### config.mk
export PLATFORM = sky130hd
export DESIGN_NAME = channel_layout_ctrl
export DESIGN_NICKNAME = d
export VERILOG_FILES = /design/src/rtl/channel_layout_ctrl.sv
export SDC_FILE = /design/constraint.sdc
export NUM_CORES = 1
export LEC_CHECK = 0
export CAP_MARGIN = 5
export CORE_ASPECT_RATIO = 1.1
export CORE_MARGIN = 2
export CORE_UTILIZATION = 63
export DETAILED_ROUTE_END_ITERATION = 8
export PLACE_DENSITY = 0.95
export SYNTH_ARGS = -nofsm -noshare
export SYNTH_HDL_FRONTEND = slang
export SYNTH_SLANG_ARGS = --single-unit
### constraint.sdc
create_clock -name clk -period 10.1 [get_ports clk]
set_input_delay 1.515 -clock clk [delete_from_list [all_inputs] [get_ports clk]]
set_output_delay 1.515 -clock clk [all_outputs]
set_load 0.1 [all_outputs]
### src/rtl/channel_layout_ctrl.sv
// ============================================================================
// Module   : channel_layout_ctrl
// Brief    : Per-frame channel layout (count, iterative divide) plus row tracker
// Revision : 1.0
// ============================================================================
`default_nettype none

module channel_layout_ctrl #(
  parameter  int MAX_CHAN_COUNT = 10,
  parameter  int VER_RES        = 480,
  parameter  int OFFSET         = 0,
  localparam int ROW_W          = $clog2(VER_RES),
  localparam int CHAN_W         = $clog2(MAX_CHAN_COUNT)
) (
  input  logic                      clk,
  input  logic                      rst_n,
  input  logic [MAX_CHAN_COUNT-1:0] channel_enable,
  input  logic                      frame_start,
  input  logic                      line_start,
  input  logic [ROW_W-1:0]          pixel_row,
  output logic                      layout_valid,
  output logic [CHAN_W-1:0]         channel_count,
  output logic [ROW_W-1:0]          channel_height,
  output logic                      is_channel,
  output logic [CHAN_W-1:0]         channel_number,
  output logic [ROW_W-1:0]          channel_offset,
  output logic [ROW_W-1:0]          row_in_channel
);

  localparam int STEP_W = $clog2(ROW_W + 1);

  localparam logic [ROW_W-1:0]  c_dividend  = ROW_W'(VER_RES - OFFSET);
  localparam logic [ROW_W-1:0]  c_offset    = ROW_W'(OFFSET);
  localparam logic [CHAN_W-1:0] c_last_bit  = CHAN_W'(MAX_CHAN_COUNT - 1);
  localparam logic [STEP_W-1:0] c_div_steps = STEP_W'(ROW_W);

  typedef enum logic [1:0] {
    S_IDLE   = 2'd0,
    S_COUNT  = 2'd1,
    S_DIVIDE = 2'd2,
    S_READY  = 2'd3
  } state_t;

  state_t                    r_state;
  logic [MAX_CHAN_COUNT-1:0] r_shadow;
  logic [CHAN_W-1:0]         r_index_table [MAX_CHAN_COUNT];
  logic [CHAN_W-1:0]         r_scan_idx;
  logic [CHAN_W-1:0]         r_count;
  logic [STEP_W-1:0]         r_step;
  logic [ROW_W-1:0]          r_rem;
  logic [ROW_W-1:0]          r_dvd;
  logic [ROW_W-1:0]          r_quot;
  logic [CHAN_W-1:0]         r_vis;

  logic                      r_layout_valid;
  logic [CHAN_W-1:0]         r_channel_count;
  logic [ROW_W-1:0]          r_channel_height;
  logic                      r_is_channel;
  logic [CHAN_W-1:0]         r_channel_number;
  logic [ROW_W-1:0]          r_channel_offset;
  logic [ROW_W-1:0]          r_row_in_channel;

  // Restoring divider step: shift in the next dividend bit, subtract if it fits.
  logic [ROW_W:0]   w_rem_shift;
  logic [ROW_W:0]   w_divisor;
  logic             w_ge;
  logic [ROW_W-1:0] w_rem_next;

  assign w_rem_shift = {r_rem, r_dvd[ROW_W-1]};
  assign w_divisor   = {{(ROW_W + 1 - CHAN_W){1'b0}}, r_count};
  assign w_ge        = (w_rem_shift >= w_divisor);
  assign w_rem_next  = w_ge ? ROW_W'(w_rem_shift - w_divisor) : w_rem_shift[ROW_W-1:0];

  logic              w_row_at;
  logic              w_row_after;
  logic [ROW_W-1:0]  w_ric_inc;
  logic              w_wrap;
  logic [CHAN_W-1:0] w_vis_next;
  logic [ROW_W-1:0]  w_ric_next;
  logic [ROW_W-1:0]  w_off_next;
  logic              w_in_chan;

  assign w_row_at    = (pixel_row == c_offset);
  assign w_row_after = (pixel_row > c_offset);
  assign w_ric_inc   = r_row_in_channel + ROW_W'(1);
  assign w_wrap      = (w_ric_inc == r_channel_height);
  assign w_vis_next  = w_row_at ? '0 : (w_wrap ? r_vis + CHAN_W'(1) : r_vis);
  assign w_ric_next  = (w_row_at || w_wrap) ? '0 : w_ric_inc;
  assign w_off_next  = w_row_at ? c_offset
                     : (w_wrap ? r_channel_offset + r_channel_height : r_channel_offset);
  assign w_in_chan   = (w_row_at || w_row_after) && (r_channel_count != '0)
                     && (w_vis_next < r_channel_count);

  always_ff @(posedge clk or negedge rst_n) begin
    if (!rst_n) begin
      r_state          <= S_IDLE;
      r_shadow         <= '0;
      for (int i = 0; i < MAX_CHAN_COUNT; i++) r_index_table[i] <= '0;
      r_scan_idx       <= '0;
      r_count          <= '0;
      r_step           <= '0;
      r_rem            <= '0;
      r_dvd            <= '0;
      r_quot           <= '0;
      r_vis            <= '0;
      r_layout_valid   <= 1'b0;
      r_channel_count  <= '0;
      r_channel_height <= '0;
      r_is_channel     <= 1'b0;
      r_channel_number <= '0;
      r_channel_offset <= '0;
      r_row_in_channel <= '0;
    end else if (frame_start) begin
      // Restart from any state; a coincident line_start is dropped.
      r_state          <= S_COUNT;
      r_shadow         <= channel_enable;
      r_scan_idx       <= '0;
      r_count          <= '0;
      r_layout_valid   <= 1'b0;
      r_vis            <= '0;
      r_is_channel     <= 1'b0;
      r_channel_number <= '0;
      r_channel_offset <= '0;
      r_row_in_channel <= '0;
    end else begin
      case (r_state)
        S_COUNT: begin
          if (r_shadow[r_scan_idx]) begin
            r_index_table[r_count] <= r_scan_idx;
            r_count                <= r_count + CHAN_W'(1);
          end
          if (r_scan_idx == c_last_bit) begin
            r_state <= S_DIVIDE;
            r_step  <= '0;
            r_rem   <= '0;
            r_dvd   <= c_dividend;
            r_quot  <= '0;
          end else begin
            r_scan_idx <= r_scan_idx + CHAN_W'(1);
          end
        end
        S_DIVIDE: begin
          // One extra cycle after the last quotient bit publishes the result.
          if (r_step == c_div_steps) begin
            r_channel_count  <= r_count;
            r_channel_height <= (r_count == '0) ? '0 : r_quot;
            r_layout_valid   <= 1'b1;
            r_state          <= S_READY;
          end else begin
            r_rem  <= w_rem_next;
            r_dvd  <= r_dvd << 1;
            r_quot <= {r_quot[ROW_W-2:0], w_ge};
            r_step <= r_step + STEP_W'(1);
          end
        end
        S_READY: begin
          if (line_start) begin
            if (w_row_at || w_row_after) begin
              r_vis            <= w_vis_next;
              r_row_in_channel <= w_ric_next;
              r_channel_offset <= w_off_next;
              r_is_channel     <= w_in_chan;
              r_channel_number <= w_in_chan ? r_index_table[w_vis_next] : '0;
            end else begin
              r_vis            <= '0;
              r_row_in_channel <= '0;
              r_channel_offset <= '0;
              r_is_channel     <= 1'b0;
              r_channel_number <= '0;
            end
          end
        end
        default: begin
          r_state <= S_IDLE;
        end
      endcase
    end
  end

  assign layout_valid   = r_layout_valid;
  assign channel_count  = r_channel_count;
  assign channel_height = r_channel_height;
  assign is_channel     = r_is_channel;
  assign channel_number = r_channel_number;
  assign channel_offset = r_channel_offset;
  assign row_in_channel = r_row_in_channel;

endmodule

`default_nettype wire

==> Implementation_results.wiki <==
{| class="wikitable"
! Metric !! Value
|-
| Count of cell types in the netlist || 63
|-
| Total power density per cell area || about 220 nW/um^2
|-
| # nets final || 760
|-
| Global-route usage over all layers || 32.13%
|-
| Class of the tightest hold or removal check || reg2reg
|-
| Number of buffers on the longest clock path || 2
|-
| Post-route setup slack || about 5.7 ns
|-
| Leading cell type in the layout, fill and taps excluded || dfrtp_1
|-
| Setup CP Type || reg2reg
|-
| Area after DPL || 7455 um^2
|-
| Chip Height || 112.9 um
|-
| Number of buffer and inverter instances along the worst setup path || 1
|-
| Setup skew after layout || 0.008164 ns
|-
| Arrival time of data at the critical path endpoint || about 4.8 ns
|-
| Ordered cell list for the critical path || ha_1 > nand3_2 > or3_4 > a2111oi_4 > nand3_1 > o21a_1 > o21ai_2 > inv_1 > ha_1 > nor4_1 > nand3_2 > or4_4 > o211ai_2
|-
| Clock sink count || 127
|-
| Maximum number of pins on one net before global-route repair || 67
|-
| Root buffer cell || clkbuf_16
|-
| Initial antenna violation count || 0
|-
| CTS H-tree lvls || 4
|-
| Synth warnings || 0
|-
| Mean cell area of the mapped netlist || 10.38 um^2
|-
| Post-synth EDFFs || 0
|-
| Highest achievable clock rate || approximately 220 MHz
|-
| Number of fill cells || 602
|-
| Sort of element at the end of the critical path || register
|-
| Post-Route Setup TNS || 0 ns
|-
| Post-synth top area share || 46.76%
|-
| Kind of cell with the highest combined delay on the critical path || simple AND/OR/NAND/NOR gates
|-
| Time the worst path needs with I/O delays and setup || roughly 4.4 ns
|-
| Total CTS buffers || 17
|-
| Net count of the mapped netlist || 707
|-
| Cell taking the most area after synthesis || dfrtp_1
|-
| Synthesized instance count || 655
|-
| Setup slack at placement || 5.548 ns
|-
| Post-cts sizing count || 0
|-
| Fraction of the yosys area taken by sequential cells || a little under half
|-
| Most frequent cells in the layout || dfrtp_1 (127), nand2_1 (87), clkdlybuf4s50_1 (58)
|-
| Post-route cell area || 8071 um^2
|-
| Count of endpoints failing setup in the final report || 0
|-
| Number of hold violations in the final report || 0
|-
| Number of buffers inserted by post-CTS setup repair || 0
|-
| Detailed-route via count || ~5600
|-
| Worst-case headroom to the max-slew limit || 21.83%
|-
| Cell area after technology mapping || 6797 um^2
|-
| Worst Setup Start Kind || register
|-
| Setup repair after global routing missed its margin || no
|-
| Register clock-pin slew on the reported worst setup and hold paths || 0.05 ns
|-
| Routed wire length || 17540 um
|-
| Synth area leaders || dfrtp_1 (47%), mux2_2 (8.1%), ha_1 (5.0%), nand2_1 (4.8%), mux2i_1 (3.5%)
|-
| Crit path largest cell delay || 0.51 ns
|-
| Area of the die || 11640 um^2
|-
| Detailed Place HPWL || 10850 um
|-
| Ports || 60
|-
| Core Util, Final || 77.29%
|-
| Tightest Pin Transition || between 1 and 1.5 ns
|-
| Number of max-slew violations in the final report || 0
|-
| Cell at the slowest stage of the critical path || dfrtp_1
|-
| Biggest fanout along the worst timing path || 7
|-
| Hold Worst Slack || 0.4803 ns
|-
| Wire length of the first global-routing pass || 28880 um
|-
| Synthesis-to-finish area growth || 18.76%
|-
| Worst endpoint required time || 10.44 ns
|-
| Mean number of vias per cell || 6.517
|-
| Main synth FF type || dfrtp_1
|-
| Remaining global-route overflow || 0
|-
| Antenna viol nets, final || 0
|-
| Maximum vdd ir drop || 169.6 uV
|-
| Diode insertion count for antenna repair || 0
|-
| Post-synthesis async set-or-reset flop share || 100.0%
|-
| Mean routed wirelength per cell || 20.30 um
|-
| Site row count || 39
|-
| Status || finished clean
|-
| Count of TritonRoute iterations in the first routing pass || 5
|-
| Final weighted congestion in routability-driven placement || 0.8608
|-
| Max-cap check violation count || 0
|-
| Final critical-path share of the clock period || 44.01%
|-
| Clock insertion delay at the later pin of the skew report || between 0.4 and 0.5 ns
|-
| Width of the chip || 103.0 um
|-
| Count of input and output buffers || 59
|-
| Leakage power figure || 3.670 nW
|-
| Placeable core region || 10440 um^2
|-
| First DRT Iteration DRCs || 497
|-
| Vias in the first global route || 5798
|-
| DRC || 0
|-
| TritonCTS clock tree || done
|-
| Synthesis-stage register bit count || approximately 130
|-
| Starting density of the core || 65.09%
|-
| Fraction of final layout cells sized beyond drive strength 1 || 14.56%
|-
| # hold bufs at CTS || 0
|}
-- worst reg2reg max path, cell delays in order, from the launching register on --
cell and delay (ns):
dfrtp_1 0.51, ha_1 0.39, nand3_2 0.17, or3_4 0.41, a2111oi_4 0.45, nand3_1 0.29, o21a_1 0.27, o21ai_2 0.32
inv_1 0.09, ha_1 0.20, nor4_1 0.37, nand3_2 0.20, or4_4 0.51, o211ai_2 0.19
-- metrics by stage --
step / power, W / instances
floorplan: 0.001004 / 655
global placement: 0.001103 / 832
detailed placement: 0.001131 / 832
CTS: 0.001775 / 864
global route: 0.001865 / 864
finish: 0.001786 / 864
-- synth_stat cells (9+ instances only) --
cell type  number
mux2i_1        24
nor2_1         42
xnor2_1        17
xor2_1         13
inv_1          23
dfrtp_1       127
nor3_1          9
ha_1           27
clkbuf_1       22
mux2_2         49
a21oi_1        18
nand2_1        87
nand3_1        42
o21ai_0        34
-- path summary, 6_finish.rpt --
check / startpoint / slack (ns) / cells past startpoint / endpoint
hold / removal: r_dvd[5] / 0.48 / 2 / r_dvd[6]
max in group asynchronous: rst_n / 7.58 / 2 / r_index_table[8]
hold reg to reg: r_dvd[5] / 0.48 / 2 / r_dvd[6]
setup reg to reg: row_in_channel[0] / 5.66 / 13 / channel_number[3]
min in group asynchronous: rst_n / 1.21 / 1 / channel_offset[6]
setup / recovery: row_in_channel[0] / 5.66 / 13 / channel_number[3]
-- cell families after synthesis --
logic type                 Yosys count  share of synthesized area, %
xor gates and xnor gates            30                         3.866
muxes                               77                         12.87
buffers and inverters               52                         3.258
AOI/OAI and AO/OA                  103                         10.48
and+or+nand+nor                    237                         17.21
DFF                                127                         46.76
adders and majority gates           29                         5.560
-- state kept, by name, indices dropped and copies added, names as in the netlist, 2 cells and up --
signal and cells:
r_index_table 40, r_shadow 10, channel_height 9, channel_offset 9, r_quot 9, r_rem 9
row_in_channel 9, channel_count 4, channel_number 4, r_count 4, r_dvd 4, r_scan_idx 4
r_step 4, r_vis 4, r_state 2
-- power breakdown --
group | internal, W | switching, W
clock | 0.000415 | 0.000217
sequential | 0.000571 | 0.0000789
combinational | 0.000191 | 0.000314
-- area by class of cell --
type / count / area (um^2) / area share, %
clock buffer: 28 / 546.8 / 6.774
clock inverter: 4 / 70.07 / 0.8681
inverter: 24 / 90.09 / 1.116
multi-input combinational: 476 / 3397 / 42.09
sequential: 127 / 3178 / 39.37
tap: 143 / 178.9 / 2.217
timing repair buffer: 62 / 610.6 / 7.565
-- per-layer routing --
metal  vias to the layer above  share of wire (%)  track usage, %
met5                         -                  0               0
met4                         0                3.8           13.51
met3                        79                8.6           8.462
met2                       368                 50           52.25
met1                      2753                 38           40.60
li1                       2431                  -               -
Note: power is estimated with default switching activity, not from simulation.
